**config.mk**
```make
export PLATFORM = sky130hd
export DESIGN_NAME = sequential_left_shifter_flat
export DESIGN_NICKNAME = d
export VERILOG_FILES = /design/src/rtl/sequential_left_shifter_if.sv /design/src/rtl/sequential_left_shifter.sv /design/src/flat_wrapper.sv
export SDC_FILE = /design/constraint.sdc
export NUM_CORES = 1
export LEC_CHECK = 0
export ABC_AREA = 1
export CAP_MARGIN = 20
export CELL_PAD_IN_SITES_DETAIL_PLACEMENT = 0
export CELL_PAD_IN_SITES_GLOBAL_PLACEMENT = 1
export CORE_MARGIN = 2
export CORE_UTILIZATION = 41
export DETAILED_ROUTE_END_ITERATION = 10
export GPL_TIMING_DRIVEN = 0
export HOLD_SLACK_MARGIN = 0.06
export PLACE_DENSITY_LB_ADDON = 0.1
export SLEW_MARGIN = 0
export SYNTH_ARGS = -nofsm -noshare
export SYNTH_HDL_FRONTEND = slang
export SYNTH_SLANG_ARGS = --single-unit
```
**constraint.sdc**
```tcl
create_clock -name clock -period 6.5 [get_ports clock]
set_clock_uncertainty 0.2 [all_clocks]
set_input_delay 0.975 -clock clock [delete_from_list [all_inputs] [get_ports clock]]
set_output_delay 0.975 -clock clock [all_outputs]
set_load 0.005 [all_outputs]
```
**src/rtl/sequential_left_shifter_if.sv**
```systemverilog
// Handshake and operand bus between ALU control (master) and the sequential left shifter (slave).
interface sequential_left_shifter_if #(
   parameter int WIDTH  = 32,
   parameter int STAGES = 5
);
   logic              start;
   logic [WIDTH-1:0]  data;
   logic [STAGES-1:0] shamt;
   logic              busy;
   logic              done;
   logic [WIDTH-1:0]  out;

   modport master (
      output start, data, shamt,
      input  busy, done, out
   );

   modport slave (
      input  start, data, shamt,
      output busy, done, out
   );
endinterface

```
**src/rtl/sequential_left_shifter.sv**
```systemverilog
// Multi-cycle 32-bit logical left shifter: one binary stage (16,8,4,2,1) per cycle through a
// shared datapath, fixed 6-cycle operation with start/done handshake and a held registered result.
module sequential_left_shifter #(
   parameter int WIDTH  = 32,
   parameter int STAGES = 5
) (
   input  logic                       clock,
   input  logic                       reset,
   sequential_left_shifter_if.slave   bus
);
   localparam int SW = $clog2(STAGES);

   typedef enum logic [1:0] {
      IDLE  = 2'd0,
      SHIFT = 2'd1,
      DONE  = 2'd2
   } state_t;

   state_t            state_r, state_nxt_s;
   logic [WIDTH-1:0]  work_r, work_nxt_s;
   logic [STAGES-1:0] amt_r, amt_nxt_s;
   logic [SW-1:0]     stage_r, stage_nxt_s;
   logic [WIDTH-1:0]  out_r, out_nxt_s;
   logic              busy_r;
   logic              done_r;
   logic [WIDTH-1:0]  stage_res_s;

   // Shift by 2**s when enabled; vacated LSBs fill with zero, overflow bits are dropped.
   function automatic logic [WIDTH-1:0] stage_shift(
      input logic [WIDTH-1:0] w,
      input logic [SW-1:0]    s,
      input logic             en
   );
      logic [WIDTH-1:0] r;
      if (en) begin
         case (s)
            3'd4:    r = {w[WIDTH-17:0], 16'h0000};
            3'd3:    r = {w[WIDTH-9:0],  8'h00};
            3'd2:    r = {w[WIDTH-5:0],  4'h0};
            3'd1:    r = {w[WIDTH-3:0],  2'b00};
            3'd0:    r = {w[WIDTH-2:0],  1'b0};
            default: r = w;
         endcase
      end else begin
         r = w;
      end
      return r;
   endfunction

   // Next-state and datapath update for the IDLE/SHIFT/DONE sequencer.
   always_comb begin
      state_nxt_s = state_r;
      work_nxt_s  = work_r;
      amt_nxt_s   = amt_r;
      stage_nxt_s = stage_r;
      out_nxt_s   = out_r;
      stage_res_s = stage_shift(work_r, stage_r, amt_r[stage_r]);
      case (state_r)
         IDLE, DONE: begin
            // DONE accepts a new request exactly like IDLE so back-to-back ops lose no cycle.
            if (bus.start) begin
               work_nxt_s  = bus.data;
               amt_nxt_s   = bus.shamt;
               stage_nxt_s = SW'(STAGES - 1);
               state_nxt_s = SHIFT;
            end else begin
               state_nxt_s = IDLE;
            end
         end
         SHIFT: begin
            work_nxt_s = stage_res_s;
            if (stage_r == {SW{1'b0}}) begin
               out_nxt_s   = stage_res_s;
               state_nxt_s = DONE;
            end else begin
               stage_nxt_s = stage_r - {{(SW-1){1'b0}}, 1'b1};
            end
         end
         default: begin
            state_nxt_s = IDLE;
         end
      endcase
   end

   // State, datapath and output registers; reset discards any in-flight operation.
   always_ff @(posedge clock or posedge reset) begin
      if (reset) begin
         state_r <= IDLE;
         work_r  <= {WIDTH{1'b0}};
         amt_r   <= {STAGES{1'b0}};
         stage_r <= {SW{1'b0}};
         out_r   <= {WIDTH{1'b0}};
         busy_r  <= 1'b0;
         done_r  <= 1'b0;
      end else begin
         state_r <= state_nxt_s;
         work_r  <= work_nxt_s;
         amt_r   <= amt_nxt_s;
         stage_r <= stage_nxt_s;
         out_r   <= out_nxt_s;
         busy_r  <= (state_nxt_s == SHIFT);
         done_r  <= (state_nxt_s == DONE);
      end
   end

   assign bus.busy = busy_r;
   assign bus.done = done_r;
   assign bus.out  = out_r;
endmodule

```
**src/flat_wrapper.sv**
```systemverilog
// flat-port wrapper written by rule: the top's interface ports become plain ports
module sequential_left_shifter_flat 
#(
   parameter int WIDTH  = 32,
   parameter int STAGES = 5
)
  (clock, reset, bus_start, bus_data, bus_shamt, bus_busy, bus_done, bus_out);
  sequential_left_shifter_if #(.WIDTH(WIDTH), .STAGES(STAGES)) bus_i ();
  input  logic clock;
  input  logic reset;
  input wire logic [$bits(bus_i.start)-1:0] bus_start;
  input wire logic [$bits(bus_i.data)-1:0] bus_data;
  input wire logic [$bits(bus_i.shamt)-1:0] bus_shamt;
  output wire logic [$bits(bus_i.busy)-1:0] bus_busy;
  output wire logic [$bits(bus_i.done)-1:0] bus_done;
  output wire logic [$bits(bus_i.out)-1:0] bus_out;
  assign bus_i.start = bus_start;
  assign bus_i.data = bus_data;
  assign bus_i.shamt = bus_shamt;
  assign bus_busy = bus_i.busy;
  assign bus_done = bus_i.done;
  assign bus_out = bus_i.out;
  sequential_left_shifter #(.WIDTH(WIDTH), .STAGES(STAGES)) u_core (.clock(clock), .reset(reset), .bus(bus_i));
endmodule
```
==> results.yml <==
clocking:
  clock_sinks: 76
  cts_tree: "built"
  clock-root-buffer: "clkbuf_8"
  cts_hold_buffers: 0
  worstSkewPairLatency_ps: 380
  clk_pin_slew_worst_paths_ps: 80
  cts_buffer_depth: 2
  cts_resized: 0
  htreeDepth: 3
  postCtsSetupBuffers: 0
  numCtsBuffers: 9
min_path:
  min_delay_path_depth: 2
  hold_path.class: "reg2reg"
  min_to: "u_core.bus.out[22]$_DFFE_PP0P_"
  min_from: "u_core.bus.out[22]$_DFFE_PP0P_"
layout:
  layout_common_cells: "283 x nand2_1, 149 x nand3_1, 76 x dfrtp_1"
  diodes: 0
  layout-drive-gt1-share_pct: 7.06
  final_nets: 821
  fillers: 1160
  final_common_cell: "nand2_1"
  syn2layout_area_growth_pct: 24.4
die:
  io_pins: 74
  rows: 38
  fp.dieH_um: 110
  fp.coreArea_um2: 10900
  die-area_um2: 12100
  start_util_pct: 42.3
  die_w_um: 110
power:
  swShare_pct: 49.7
  total_power_w: 0.00315
  p_sw_w: 0.00157
  p_clk_share_pct: 11.8
  seqPwrFrac_pct: 30.0
  p_per_area_nw_per_um2: 550
  internal-power_w: 0.00159
  power.leakage_nw: 2.88
  ir_drop_mv: 0.277
  comb_power_share_pct: 58.2
setup_path:
  cp.required_ps: 6590
  arrival_ps: 2860
  crit_slowest_cell: "clkbuf_1"
  crit_top_cell: "nand2_1"
  cp_max_fo: 10
  startpoint: "bus_start"
  reg2reg_to: "u_core.bus.out[10]$_DFFE_PP0P_"
  crit-reg2reg-launch: "u_core.stage_r[1]$_DFFE_PP0P_"
  crit_path_end_kind: "register"
  start_kind: "input pin"
  worstSetupPathType: "in2reg"
  worstRegToRegCells: 11
  cpPeakStageDelay_ps: 620
  cp_cell_sequence: "clkdlybuf4s50_1, nand2_1, inv_1, clkbuf_1, nand2_1, o211ai_1"
  r2r_slack_ps: 4130
drt:
  drc: 0
  viasPerCell: 5.29
  num_vias: 4858
  firstDrtPassIters: 5
  drtIter0Drc: 358
  post_drt_wl_per_cell_um: 16.6
  wl_um: 15300
  drtAntennaViolNets: 0
global_route:
  met1_usage_pct: 36.9
  grt_pass1_wl_um: 24800
  grt_util_all_layers_pct: 27.3
  antenna_found_initial: 0
  grt_pass1_vias: 4776
  gr-usage-met3_pct: 3.47
  grt_use_met2_pct: 43.5
  grt_start_max_net_pins: 53
  globalRouteOverflowTotal: 0
  grt.busiest_layer: "met2"
logic_synthesis:
  synth_nets: 736
  ys_ff_latch: 76
  ys_seq_area_share_pct: 41.3
  synth.avg_cell_area_um2: 6.67
  synthCells: 691
  yosys_warnings: 0
  synth_cell_types: 21
  syn_area_um2: 4610
timing:
  setup_tns_ps: 0
  tightest_slew_ps: 749
  fin_crit_sh_pct: 42.5
  drv_slew: 0
  final_hold_viol_count: 0
  relSlewSlack_pct: 50.1
  period_minus_slack_ps: 2770
  max_freq_ghz: 0.362
  setup_viol: 0
  rsz0062_at_grt: "false"
  timing.hold.ws_ps: 282
placement:
  gp_congestion: 0.947
  dp_hpwl_um: 11200
  numPortBuffers: 73
status:
  status: "finished clean"
job:
  maxCapViolations: 0
## layout make-up
type | instances | area (um^2) | area share (%)
multi-input cells | 528 | 2310 | 40.2
flip-flops and latches | 76 | 1900 | 33.2
repair buffers | 74 | 758 | 13.2
inverters | 52 | 203 | 3.53
plain buffers | 35 | 200 | 3.49
well taps | 140 | 175 | 3.05
clock buffers | 12 | 155 | 2.71
clock inverters | 2 | 35.0 | 0.611
## power by group through the flow
stage	clock network, W	logic [W]	registers, W
2_1_floorplan	0	0.00122	0.000873
3_3_place_gp	0	0.00180	0.000944
3_5_place_dp	0	0.00183	0.000950
4_1_cts	0.000378	0.00184	0.000943
5_1_grt	0.000397	0.00209	0.000975
6_report	0.000374	0.00183	0.000946
## Yosys cell counts
library cell / number / area, um^2
o22ai_1: 3 / 18.8
nand2_4: 2 / 22.5
a21oi_1: 2 / 10.0
inv_1: 45 / 169
clkbuf_1: 11 / 41.3
o21ai_0: 32 / 160
nand2_2: 3 / 18.8
ha_1: 5 / 62.6
nand2_1: 283 / 1060
nand3_1: 149 / 746
nor2_4: 1 / 11.3
inv_6: 1 / 8.76
inv_2: 6 / 22.5
nor2_2: 3 / 18.8
nor3_1: 2 / 10.0
buf_2: 16 / 80.1
o211ai_1: 1 / 7.51
buf_6: 5 / 56.3
buf_4: 3 / 22.5
dfrtp_1: 76 / 1900
nor2_1: 42 / 158
## routing by layer
| layer | wire [um] | vias to the layer above |
|---|---|---|
| li1 | - | 2371 |
| met1 | 6730 | 2298 |
| met2 | 7100 | 159 |
| met3 | 957 | 30 |
| met4 | 482 | 0 |
| met5 | 0 | - |
## logic make-up (layout without fill, tap and decap cells)
logic type,Yosys count,count (layout),synth area share [%]
AND/OR/NAND/NOR,485,485,44.4
AO/OA/AOI/OAI,38,38,4.26
adder cells (fa/ha/maj),5,5,1.36
flip-flops,76,76,41.3
buffers and inverters,87,175,8.69
## worst max-delay path by stage
| stage | end | slack, ps | depth (start not counted) |
|---|---|---|---|
| detailed placement | u_core.work_r[10]$_DFFE_PP0P_ | 3380 | 7 |
| finish | u_core.work_r[0]$_DFFE_PP0P_ | 3730 | 6 |
| global route | u_core.work_r[12]$_DFFE_PP0P_ | 3610 | 7 |
| floorplan | u_core.amt_r[0]$_DFFE_PP0N_ | 3390 | 1 |
| global placement | u_core.bus.out[30]$_DFFE_PP0P_ | 2050 | 2 |
| CTS | u_core.work_r[10]$_DFFE_PP0P_ | 3760 | 7 |
## sequential cells by signal (all words and copies together), names as in the netlist
name / cells
u_core.bus.busy: 1
u_core.bus.done: 1
u_core.state_r: 2
u_core.stage_r: 3
u_core.bus.out: 32
u_core.work_r: 32
u_core.amt_r: 5
## critical path: cells and delay by family
kind | cells | cell delay (ps)
AND/OR/NAND/NOR | 2 | 310
buffers and inverters | 3 | 1420
AO/OA/AOI/OAI | 1 | 140
## stage by stage
stage / cell area, um^2 / cells / util [%] / setup slack, ps
floorplan: 4610 / 691 / - / 3390
global placement: 5510 / 904 / 50.6 / 2050
detailed placement: 5540 / 905 / 50.9 / 3380
CTS: 5730 / 919 / 52.7 / 3760
global route: 5730 / 919 / 52.7 / 3610
finish: 5730 / 919 / 52.7 / 3730
(Power assumes the default switching activity.)
